[config.mk]
export PLATFORM = sky130hd
export DESIGN_NAME = traffic_monitor
export DESIGN_NICKNAME = d
export VERILOG_FILES = /design/src/rtl/traffic_pkg.sv /design/src/rtl/dwell_counter.sv /design/src/rtl/traffic_monitor.sv
export SDC_FILE = /design/constraint.sdc
export NUM_CORES = 1
export LEC_CHECK = 0
export ABC_AREA = 0
export BUFFER_PORTS_ARGS = -buffer_cell sky130_fd_sc_hd__buf_2
export CAP_MARGIN = 20
export CELL_PAD_IN_SITES_DETAIL_PLACEMENT = 1
export CELL_PAD_IN_SITES_GLOBAL_PLACEMENT = 1
export CORE_MARGIN = 1
export CORE_UTILIZATION = 45
export CTS_BUF_LIST = sky130_fd_sc_hd__clkbuf_16
export DETAILED_ROUTE_END_ITERATION = 6
export HOLD_SLACK_MARGIN = 0.03
export PLACE_DENSITY = 0.83
export SKIP_CTS_REPAIR_TIMING = 1
export SLEW_MARGIN = 10
export SYNTH_ARGS = -nofsm -noshare
export SYNTH_HDL_FRONTEND = slang
export SYNTH_HIERARCHICAL = 1
export SYNTH_SLANG_ARGS = --single-unit
[constraint.sdc]
create_clock -name clk -period 2.6 [get_ports clk]
set_clock_uncertainty 0.1 [all_clocks]
set_input_delay 0.52 -clock clk [delete_from_list [all_inputs] [get_ports clk]]
set_output_delay 0.52 -clock clk [all_outputs]
set_load 0.03 [all_outputs]
[src/rtl/traffic_pkg.sv]
// traffic_pkg: light encodings, phase enum and error codes shared by controller and monitor
package traffic_pkg;
  localparam logic [2:0] LT_RED = 3'b100;
  localparam logic [2:0] LT_YEL = 3'b010;
  localparam logic [2:0] LT_GRN = 3'b001;
  typedef enum logic [1:0] {
    PH_SYNC   = 2'd0,
    PH_RED    = 2'd1,
    PH_GREEN  = 2'd2,
    PH_YELLOW = 2'd3
  } phase_e;
  localparam logic [2:0] ERR_NONE      = 3'd0;
  localparam logic [2:0] ERR_BAD_ENC   = 3'd1;
  localparam logic [2:0] ERR_BAD_TRANS = 3'd2;
  localparam logic [2:0] ERR_SHORT     = 3'd3;
  localparam logic [2:0] ERR_LONG      = 3'd4;
  function automatic logic [2:0] next_light(phase_e p);
    return p == PH_RED ? LT_GRN : p == PH_GREEN ? LT_YEL : LT_RED;
  endfunction
endpackage

[src/rtl/dwell_counter.sv]
// dwell_counter: loads 1 on clear, otherwise counts up and holds at all-ones
module dwell_counter
  import traffic_pkg::*;
#(
  parameter int CNT_W = 32
) (
  input  logic             clk,
  input  logic             reset,
  input  logic             i_clear,
  input  logic             i_enable,
  output logic [CNT_W-1:0] o_count
);
  logic [CNT_W-1:0] r_count;
  // restart at 1 when the observed value changes, saturate instead of wrapping
  always_ff @(posedge clk)
    if (!reset) r_count <= '0;
    else if (i_clear) r_count <= CNT_W'(1);
    else if (i_enable && r_count != '1) r_count <= r_count + 1'b1;
  assign o_count = r_count;
endmodule

[src/rtl/traffic_monitor.sv]
// traffic_monitor: tracks an observed light sequence and flags encoding, order and dwell violations
module traffic_monitor
  import traffic_pkg::*;
#(
  parameter int RED_MIN   = 20,
  parameter int RED_MAX   = 40,
  parameter int GREEN_MIN = 20,
  parameter int GREEN_MAX = 40,
  parameter int YEL_MIN   = 5,
  parameter int YEL_MAX   = 10,
  parameter int CNT_W     = 32
) (
  input  logic        clk,
  input  logic        reset,
  input  logic [2:0]  lights,
  output logic [1:0]  phase,
  output logic        err_valid,
  output logic [2:0]  err_code,
  output logic        err_sticky,
  output logic [15:0] cycles_done
);
  logic [2:0]       r_lights_q, r_prev;
  phase_e           r_phase, w_phase_nxt;
  logic             r_exempt;
  logic [CNT_W-1:0] w_dwell;
  logic [CNT_W:0]   w_min, w_max;
  logic             w_chg, w_tracked, w_legal, w_bad_enc, w_bad_trans, w_short, w_long, w_y2r;
  logic [2:0]       w_code;

  dwell_counter #(.CNT_W(CNT_W)) u_dwell (
    .clk      (clk),
    .reset    (reset),
    .i_clear  (w_chg),
    .i_enable (1'b1),
    .o_count  (w_dwell)
  );

  assign w_chg       = r_lights_q != r_prev;
  assign w_tracked   = r_phase != PH_SYNC;
  assign w_legal     = r_lights_q == next_light(r_phase);
  assign w_min       = r_phase == PH_RED ? (CNT_W+1)'(RED_MIN) : r_phase == PH_GREEN ? (CNT_W+1)'(GREEN_MIN) : (CNT_W+1)'(YEL_MIN);
  assign w_max       = r_phase == PH_RED ? (CNT_W+1)'(RED_MAX) : r_phase == PH_GREEN ? (CNT_W+1)'(GREEN_MAX) : (CNT_W+1)'(YEL_MAX);
  assign w_bad_enc   = w_chg && !$onehot(r_lights_q);
  assign w_bad_trans = w_tracked && w_chg && $onehot(r_lights_q) && !w_legal;
  assign w_short     = w_tracked && w_chg && w_legal && !(r_phase == PH_RED && r_exempt) && {1'b0, w_dwell} < w_min;
  assign w_long      = w_tracked && !w_chg && {1'b0, w_dwell} == w_max && w_dwell != '1;
  assign w_y2r       = r_phase == PH_YELLOW && w_chg && w_legal;
  assign phase       = r_phase;

  // highest-priority violation and next tracked phase
  always_comb begin
    w_code      = w_bad_enc ? ERR_BAD_ENC : w_bad_trans ? ERR_BAD_TRANS : w_short ? ERR_SHORT : w_long ? ERR_LONG : ERR_NONE;
    w_phase_nxt = (w_bad_enc || w_bad_trans) ? PH_SYNC :
                  !w_tracked ? (r_lights_q == LT_RED ? PH_RED : PH_SYNC) :
                  !w_chg ? r_phase :
                  r_phase == PH_RED ? PH_GREEN : r_phase == PH_GREEN ? PH_YELLOW : PH_RED;
  end

  // input capture, phase tracking, error reporting and round counting
  always_ff @(posedge clk)
    if (!reset) begin
      r_lights_q  <= 3'b000;
      r_prev      <= 3'b000;
      r_phase     <= PH_SYNC;
      r_exempt    <= 1'b0;
      err_valid   <= 1'b0;
      err_code    <= ERR_NONE;
      err_sticky  <= 1'b0;
      cycles_done <= '0;
    end else begin
      r_lights_q  <= lights;
      r_prev      <= r_lights_q;
      r_phase     <= w_phase_nxt;
      r_exempt    <= !w_tracked || (r_exempt && w_phase_nxt == PH_RED);
      err_valid   <= w_code != ERR_NONE;
      err_code    <= w_code;
      err_sticky  <= err_sticky || w_code != ERR_NONE;
      if (w_y2r && cycles_done != 16'hFFFF) cycles_done <= cycles_done + 16'd1;
    end
endmodule

# == After elaboration in Yosys (flattened, before gate mapping) ==
# Cells that the tools add are included.
# word_totals
regBits,62
latchBits,0
mem_bits_rw,0
romBits,0
in_bits,5
out_inout_bits,23
elab_cells,72
n_memories,0
# op_classes
n_addsub,4
mul,0
div_mod_pow,0
n_lt_le_gt_ge,1
eq_ne,11
shift,0
n_mux,18
bitwise,1
reduce_logical,27
# ops
operator,n
"32-bit by 1-bit adder with 32-bit output, second input constant",1
32-bit by 6-bit == test with 1-bit output,1
32-bit by 5-bit less-than comparator with 1-bit output,1
"32-bit inequality test, second input constant",1
3-bit 2-to-1 mux,6
"16-bit by 1-bit adder with 16-bit output, second input constant",1
"16-bit inequality test, second input constant",1
1-bit logical AND,15
6-bit 2-to-1 mux,2
2-bit 2-to-1 mux,5
5-bit 2-to-1 mux,2
"2-bit by 1-bit == test with 1-bit output, second input constant",3
1-bit logical NOT,5
"2-bit == test, second input constant",2
2-bit nonzero test,2
3-bit == test,1
"3-bit == test, second input constant",1
1-bit logical OR,3
1-bit 2-to-1 mux,3
3-bit inequality test,1
3-bit nonzero test,1
1-bit by 1-bit adder with 2-bit output,1
2-bit by 1-bit adder with 2-bit output,1
2-bit OR reduction,1
1-bit NOT,1

# == Depth between registers and ports, before layout ==
# Gate-level depths: netlist (run 1).
# depth
ltp_word,12
depth_mapped,9
depth_no_buf,8

# == Cells and area by module ==
# The synthesis (run 1) kept the hierarchy.
# by_module_without_submodules
module,instances,cells_each,area_each_um2,seq_area_each_um2
dwell_counter,1,204,1709.1,640.6
traffic_monitor,1,187,1620.3,600.6

# == Worst setup path before layout (run 1) ==
# No wires, ideal clock.
# synth_path
path_kind,flip-flop to flip-flop
from,"register r_phase[0], in the netlist phase[0]"
to,register err_sticky
setup_time_ps,149
t_arrival_ps,2126
t_required_ps,2351
setup_slack_ps,225
path_stages_with_launch,8
n_path_buf,0
period_less_slack_ps,2375
cell_sequence,dfxtp_1 inv_1 ha_1 xnor2_1 or4_1 o211ai_1 a21boi_0 a31oi_1
# synth_via
elab_chain_cells,12
word_cells_on_any_way,30
classes_between,order compare: 1; eq/ne: 4; mux: 10; reduce/logical: 15
# synth_lines
element,line_no,text
from (decl),traffic_monitor.sv:23,"phase_e r_phase, w_phase_nxt;"
from (signal assigned),traffic_monitor.sv:73,r_phase <= w_phase_nxt;
branches (longest 8 deep; another with 32-bit by 5-bit less-than comparator with 1-bit output),--,
3-bit 2-to-1 mux * (2 in series),traffic_monitor.sv:52,w_code = w_bad_enc ? ERR_BAD_ENC : w_bad_trans ? ERR_BAD_TRANS : w_short ? ERR_SHORT : w_long ? ERR_LONG : ERR ...
3-bit nonzero test *,traffic_monitor.sv:77,err_sticky <= err_sticky || w_code != ERR_NONE;
1-bit logical OR *,traffic_monitor.sv:77,
to (signal assigned),traffic_monitor.sv:68,err_sticky <= 1'b0;
to (signal assigned),traffic_monitor.sv:77,
to (decl),traffic_monitor.sv:19,"output logic err_sticky,"
# Mark *: on every way between the ends.
# A chain may end at the register's enable or synchronous reset.

# == Final worst setup path (run 1) ==
# layout_path
from,"register r_phase[0], in the netlist phase[0]"
to,register cycles_done[13]
# layout_via
elab_chain_cells,6
word_cells_on_any_way,9
classes_between,eq/ne: 4; mux: 2; reduce/logical: 3
# layout_lines
element,line_no,text
2-bit == test,traffic_pkg.sv:18,return p == PH_RED ? LT_GRN : p == PH_GREEN ? LT_YEL : LT_RED;
3-bit 2-to-1 mux (2 in series),traffic_pkg.sv:18,
3-bit == test,traffic_monitor.sv:40,assign w_legal = r_lights_q == next_light(r_phase);
1-bit logical AND *,traffic_monitor.sv:47,assign w_y2r = r_phase == PH_YELLOW && w_chg && w_legal;
1-bit logical AND *,traffic_monitor.sv:78,if (w_y2r && cycles_done != 16'hFFFF) cycles_done <= cycles_done + 16'd1;
to (signal assigned),traffic_monitor.sv:78,
to (decl),traffic_monitor.sv:20,output logic [15:0] cycles_done
# Mark *: on every way between the ends. The rest lies on a longest branch, timed or not.

==> implementation parameters, run 1 <==
Parameter                              Value

Finish
  Summed area of non-filler cells in the final layout ... ~3900 um2
  Antenna diode count ... 0
  Final net count ... 440
  Synthesis-to-layout area growth ... 16.3%
  Fill cell total of the finished layout ... 875
  Fin cells ... ~530
  Proportion of layout cells with a drive suffix above 1 ... 18.3%

Synthesis
  Number of storage elements in the synthesis netlist ... between 60 and 70
  Gate Count Post-Synth ... about 400
  Asr flop ratio synth ... 0%
  Mapped Avg Cell Area ... between 8 and 9 um2
  Net count after synthesis ... 404
  Post-synthesis instance area ... approximately 3300 um2
  Total of warnings raised by yosys ... 6
  Cell variety after synth ... 55
  Leading register cell type out of synthesis ... dfxtp_1
  Proportion of synthesized chip area in sequential cells ... 37.3%
  Number of enable flip-flop cells after synthesis ... 0

Global routing
  Pin count of the biggest net entering global routing ... 27
  Global-route congestion overflow total ... 0
  Wire length of the first global-routing pass ... 15400 um
  Via count of the first global-routing pass ... about 3300
  Global router's overall resource usage ... between 20% and 30%
  Initial antenna violation count ... 0

Power and ir drop
  Leakage power of the design ... approximately 1.4 nW
  Power share of the sequential group ... between 40% and 50%
  Power share of the combinational group ... about 6.3%
  Fraction of power spent switching nets ... about a quarter
  Power per unit of standard cell area ... ~600 nW/um2
  Internal Power ... 1.76 mW
  Worst supply voltage drop on vdd ... 294 uV
  Clk network pwr share ... between 50% and 60%
  Sw Pwr ... around 0.57 mW

CTS
  Root buffer cell ... clkbuf_16
  Clock tree from TritonCTS ... yes
  Max Buffers Root-to-Sink ... 2
  Total clock buffers created by CTS ... 9
  Skew-Pair Late Insertion Delay ... ~0.33 ns
  Clock transition at the register clock pins on the worst setup and hold paths after CTS ... about 0.06 ns
  Htree depth ... 3
  Sink count of the clock tree ... 62

Hold path
  Tightest Hold Check Type ... in -> reg

Timing
  Slew margin rel. ... 63.8%
  Hold violation total from the final report ... 0
  Slew at the pin closest to its max-slew limit ... around 0.53 ns
  Minimum clock period ... 2.48 ns
  Post-Route Setup TNS ... 0 ns
  Period Utilization, post-route ... between 90% and 100%
  Setup Viol. Count Final ... 0
  Min setup slack post-route ... roughly 0.12 ns
  Max Transition Viols Final ... 0
  Setup repair after global routing missed its margin ... true
  Fmax ... roughly 400 MHz

Floorplanning
  Die height ... around 88 um
  Die Area ... a little under 8000 um2
  Number of core rows ... 30
  Effective utilization at floorplan ... between 40 and 50%
  Core area ... 6980 um2
  Total I/O pin count ... 28
  Die outline width ... between 80 and 90 um

Setup path
  Critical Path End Type ... flip-flop
  Category of the critical setup timing path ... reg -> reg
  Worst EP required ... around 2.8 ns
  Signal arrival time at the worst endpoint ... between 2 and 3 ns
  Largest fanout on the critical path ... 10
  Critical Path Source Type ... flip-flop

Run status
  Status ... complete, no violations

Placed design
  Setup WS pre-CTS ... roughly 0.11 ns
  Input/output buffers ... 27
  Half-perimeter wire length of the detailed placement result ... approximately 6300 um
  Placed Area ... 3570 um2
  Instance count after placement with tap cells included ... roughly 500
  Global placer's final weighted congestion ... between 0.7 and 0.8

Drt
  Via Count ... about 3200
  DRC errors left ... 0
  Number of routed nets with antenna violations ... 0
  Routed WL ... between 9000 and 10000 um
  WL per Instance ... roughly 17 um
  Number of search-and-repair iterations in the first detailed-routing pass ... 4
  Number of vias per cell ... about 6.0
  Iteration-0 DRC Markers ... between 100 and 150

Run
  Count of maximum capacitance violations ... 0
## power by group through the flow
stage	Combinational, mW	Sequential [mW]	Clock (mW)
global route	0.160	0.981	1.24
finish	0.146	0.980	1.20
floorplan	0.0893	1.01	0
global placement	0.137	1.00	0
detailed placement	0.142	1.00	0
CTS	0.146	0.980	1.21
## Yosys cell counts, types with 4 or more instances
library cell  count  area share (%)
inv_1            15             1.7
or4_1            16             3.6
o31ai_1           9             2.0
and4_1            5             1.3
nor3_1            9             1.4
nand3_1          20             3.0
mux2i_1           6             1.8
and2_1           10             1.9
a21oi_1          33             5.0
o21ai_0          15             2.3
nor2_1           21             2.4
a31o_2            4             1.1
or3_1            13             2.4
nand2_1          32             3.6
clkbuf_1          7            0.79
nand2b_1          6             1.1
ha_1              7             2.6
nor4_1           12             2.3
xor2_1            4             1.1
dfxtp_1          62              37
nand4_1          16             3.0
or2_2             4            0.75
xnor2_1          14             3.7
a211oi_1          5             1.1
## sequential cells by signal, indices dropped and copies added (netlist names)
register / count
cycles_done: 16
err_code: 3
err_sticky: 1
err_valid: 1
phase: 2
r_exempt: 1
r_lights_q: 3
r_prev: 3
u_dwell/o_count: 32
## metal layers
metal	wire length [um]	global-route usage, %	up-vias
met2	4590	43.6	55
met1	4250	33.1	1581
met3	237	3.58	14
li1	-	-	1529
met5	0	0	-
met4	136	9.82	0
## path summary, 6_finish.rpt
check,from,endpoint,cells after the start,slack (ns)
max reg2reg,phase[0],cycles_done[13],7,0.12
max,phase[0],cycles_done[13],7,0.12
min reg2reg,cycles_done[5],cycles_done[5],2,0.40
min,lights[2],r_lights_q[2],2,0.29
## worst max-delay path, cell delays in order, from the launching register on
cell       delay, ns
dfxtp_1         0.39
inv_1           0.09
ha_1            0.38
xnor2_1         0.21
nor3_4          0.24
nand4bb_2       0.26
or4_1           0.58
a21oi_1         0.15
## cells by family after synthesis
| group | Yosys count | share of synthesized area (%) |
|---|---|---|
| multiplexers | 6 | 1.80 |
| adder cells (fa/ha/maj) | 8 | 3.23 |
| AND/OR/NAND/NOR | 183 | 32.5 |
| other | 1 | 0.113 |
| XOR/XNOR | 18 | 4.74 |
| buffers and inverters | 30 | 4.96 |
| flip-flops | 62 | 37.3 |
| AO/OA/AOI/OAI | 83 | 15.4 |
## layout by cell type (no fill, tap or decap), types with 3 or more instances in the layout
cell type  synthesis  layout
nand4_1           16      16
and2_1            10      10
nand3_1           20      20
o31ai_1            9       9
and4_1             5       5
buf_4              0      13
o21ai_0           15      15
dfxtp_1           62      62
buf_2              1      27
inv_1             15      15
nor4_1            12      12
a21oi_1           33      33
and3_1             3       3
or4_1             16      16
ha_1               7       7
a211oi_1           5       5
nand2_1           32      32
or2_2              4       4
or3_1             13      13
mux2i_1            6       6
nand2b_1           6       6
xnor2_1           14      14
a31oi_1            3       3
clkbuf_16          0       9
a31o_2             4       4
and3_2             3       3
nor2_1            21      21
nor3_1             9       9
xor2_1             4       4
## per-stage QoR
step	total power, mW	utilization, %	hold WS, ns
after floorplan	1.10	-	0.343
after global placement	1.14	51.2	0.360
final	2.32	55.5	0.292
after detailed placement	1.14	51.2	0.376
after global routing	2.38	55.5	0.307
after CTS	2.33	55.5	0.293
## final cells by class
class                           count  area, um2  area share (%)
Clock buffer                        9        225            5.82
Clock inverter                      7       73.8            1.91
Inverter                           15       56.3            1.45
Multi-Input combinational cell    299       1920            49.7
Sequential cell                    62       1240            32.1
Tap cell                           96        120            3.10
Timing Repair Buffer               40        233            6.01
Power figures use the tool's default switching activity.
==> run 2, diff against run 1 <==
--- a/config.mk
+++ b/config.mk
@@ -16,9 +16,9 @@
 export DETAILED_ROUTE_END_ITERATION = 6
 export HOLD_SLACK_MARGIN = 0.03
 export PLACE_DENSITY = 0.83
+export REMOVE_ABC_BUFFERS = 1
 export SKIP_CTS_REPAIR_TIMING = 1
 export SLEW_MARGIN = 10
 export SYNTH_ARGS = -nofsm -noshare
 export SYNTH_HDL_FRONTEND = slang
-export SYNTH_HIERARCHICAL = 1
 export SYNTH_SLANG_ARGS = --single-unit
==> run 2 against run 1 <==
Against the previous run:
- the flow now finishes with violations (setup timing)
- global-route usage is 0.59 points lower
- worst hold slack better by 0.0097 ns
- die area is 4.8% lower
- utilization is 1.1 points higher
- sequential power hardly changed
- critical path type unchanged
==> implementation parameters, run 2 <==
Parameter                              Value

Floorplanning
  Effective utilization at floorplan ... 46.6%
  Core area ... 6790 um2
  Die height ... between 80 and 90 um
  Die Area ... roughly 7400 um2
  Die outline width ... between 80 and 90 um
  Number of core rows ... 30
  Total I/O pin count ... 28

Synthesis
  Mapped Avg Cell Area ... between 8 and 9 um2
  Most repeated cell in the gate-level netlist after synthesis ... dfxtp_1
  Leading register cell type out of synthesis ... dfxtp_1
  Area share of the largest cell type after synthesis ... approximately two fifths
  Post-synthesis instance area ... between 3000 and 4000 um2
  Top cells by area in the synthesized netlist ... dfxtp_1 39%, nand2_1 4.3%, xnor2_1 3.9%
  Cell type with the largest total area after synthesis ... dfxtp_1
  Asr flop ratio synth ... 0%
  Number of enable flip-flop cells after synthesis ... 0
  Proportion of synthesized chip area in sequential cells ... roughly 39%
  Total of warnings raised by yosys ... 0
  Gate Count Post-Synth ... ~380
  Cell variety after synth ... 48
  Number of storage elements in the synthesis netlist ... 62
  Most numerous cell types in the synthesized netlist ... 62 x dfxtp_1, 36 x nand2_1, 27 x nor2_1

Placed design
  Input/output buffers ... 27
  Half-perimeter wire length of the detailed placement result ... a little over 6000 um
  Placed Area ... around 3500 um2
  Global placer's final weighted congestion ... 0.822

Hold path
  Tightest Hold Check Type ... in -> reg

CTS
  Clock transition at the register clock pins on the worst setup and hold paths after CTS ... around 0.060 ns
  Clock tree from TritonCTS ... yes
  Sink count of the clock tree ... 62
  Root buffer cell ... clkbuf_16
  Htree depth ... 3
  Total clock buffers created by CTS ... 9
  Max Buffers Root-to-Sink ... 2
  Skew-Pair Late Insertion Delay ... 0.33 ns

Run status
  Status ... finished, violations left
  Failing checks ... setup timing

Drt
  DRC errors left ... 0
  Iteration-0 DRC Markers ... ~170
  Routed WL ... between 8000 and 9000 um
  Number of routed nets with antenna violations ... 0
  WL per Instance ... around 17 um
  Number of search-and-repair iterations in the first detailed-routing pass ... 4
  Via Count ... ~3000
  Number of vias per cell ... 5.92

Finish
  Summed area of non-filler cells in the final layout ... 3840 um2
  Multi-input gate area in the final layout ... around 1900 um2
  Proportion of layout cells with a drive suffix above 1 ... about a fifth
  Seq. cell area ... about 1200 um2
  Antenna diode count ... 0
  Flip-flop count of the largest register after layout ... 32
  Synthesis-to-layout area growth ... 21.4%
  Leading cell type in the layout, fill and taps excluded ... dfxtp_1
  End-of-flow core utilization ... 56.5%
  Most frequent cells in the layout ... 60 x dfxtp_1, 36 x nand2_1, 27 x buf_2
  Fill cell total of the finished layout ... 807
  Final net count ... ~430

Run
  Count of maximum capacitance violations ... 0

Setup path
  Signal arrival time at the worst endpoint ... about 2.8 ns
  Critical Path Source Type ... flip-flop
  Cell at the slowest stage of the critical path ... or4b_4
  Buffering stage count on the worst path with inverters included ... 1
  Worst EP required ... between 2 and 3 ns
  Critical path's largest stage delay ... roughly 0.57 ns
  Category of the critical setup timing path ... reg -> reg
  Setup slack of the most critical reg-to-reg path ... -0.03 ns
  Critical Path End Type ... flip-flop
  Kind of cell adding the most delay to the critical path ... simple AND/OR/NAND/NOR gates
  Largest fanout on the critical path ... 5
  Cell chain of the critical path ... inv_2 -> ha_4 -> xnor2_2 -> or4b_4 -> or3_4 -> or4_4 -> a21oi_2

Global routing
  Global router's overall resource usage ... 25.1%
  Wire length of the first global-routing pass ... about 15000 um
  Via count of the first global-routing pass ... 3067
  Pin count of the biggest net entering global routing ... 21
  Global-route congestion overflow total ... 0
  Initial antenna violation count ... 0

Power and ir drop
  Worst supply voltage drop on vdd ... between 300 and 400 uV
  Power per unit of standard cell area ... a little over 600 nW/um2
  Leakage power of the design ... around 1.4 nW
  Pwr Total ... 2.33 mW

Timing
  Setup repair after global routing missed its margin ... true
  Setup Viol. Count Final ... 2
  Minimum clock period ... roughly 2.6 ns
  Period Utilization, post-route ... 101%
  Slew at the pin closest to its max-slew limit ... 0.588 ns
  Slew margin rel. ... approximately three fifths
  Hold violation total from the final report ... 0
  Min setup slack post-route ... -0.0262 ns
  Max Transition Viols Final ... 0
  Fmax ... between 300 and 400 MHz
## run 2: cell count changes after synthesis, sizes merged, moves of 5 or more
cell	delta
a21oi	-11
clkbuf	+8
nand3	-6
nor2	+6
or4	-5
## run 2: cell families after synthesis
kind of cell | after synthesis | synth area share [%]
AOI/OAI and AO/OA | 74 | 15.1
xor gates and xnor gates | 21 | 5.81
adders and majority gates | 8 | 3.40
buffers and inverters | 30 | 4.03
DFF | 62 | 39.2
muxes | 5 | 1.58
and+or+nand+nor | 175 | 30.8
## run 2: power by group
part	internal (mW)	switching, mW	total, mW
Clock	0.742	0.461	1.20
Combinational	0.0540	0.0937	0.148
Sequential	0.966	0.0123	0.979
## run 2: worst paths after layout
path                            depth (start not counted)       from              to
worst max-delay path                                    7   phase[0]  cycles_done[7]
worst min-delay path                                    2  lights[0]   r_lights_q[0]
worst max register to register                          7   phase[0]  cycles_done[7]
worst min register to register                          2   r_exempt        r_exempt
## run 2: per-layer routing
metal  GRT usage, %  vias up  share of wire [%]
met5              0        -                  0
met4           8.79        0                1.2
met3           5.10       10                3.2
met2           43.3       45                 51
met1           31.1     1538                 45
li1               -     1469                  -
## run 2: final cells by class
type | instances | share of cell area [%]
tap | 96 | 3.13
timing repair buffer | 47 | 7.43
clock buffer | 9 | 5.86
sequential | 62 | 32.4
multi-input combinational | 285 | 48.2
clock inverter | 7 | 1.95
inverter | 11 | 1.07
## run 2: stage by stage
| step | std cells | setup TNS (ns) | hold slack (ns) | setup slack [ns] |
|---|---|---|---|---|
| after floorplan | 356 | -2.65 | 0.333 | -0.336 |
| after global placement | 499 | -0.0662 | 0.351 | -0.0662 |
| after detailed placement | 499 | -0.903 | 0.367 | -0.177 |
| after CTS | 515 | -1.33 | 0.300 | -0.203 |
| after global routing | 517 | -0.217 | 0.309 | -0.0834 |
| final | 517 | -0.0434 | 0.301 | -0.0262 |
## run 2: worst reg2reg max path, stage by stage, from the launching register on
cell and delay, ns:
dfxtp_2 0.36, inv_2 0.07, ha_4 0.26, xnor2_2 0.15
or4b_4 0.57, or3_4 0.45, or4_4 0.49, a21oi_2 0.12
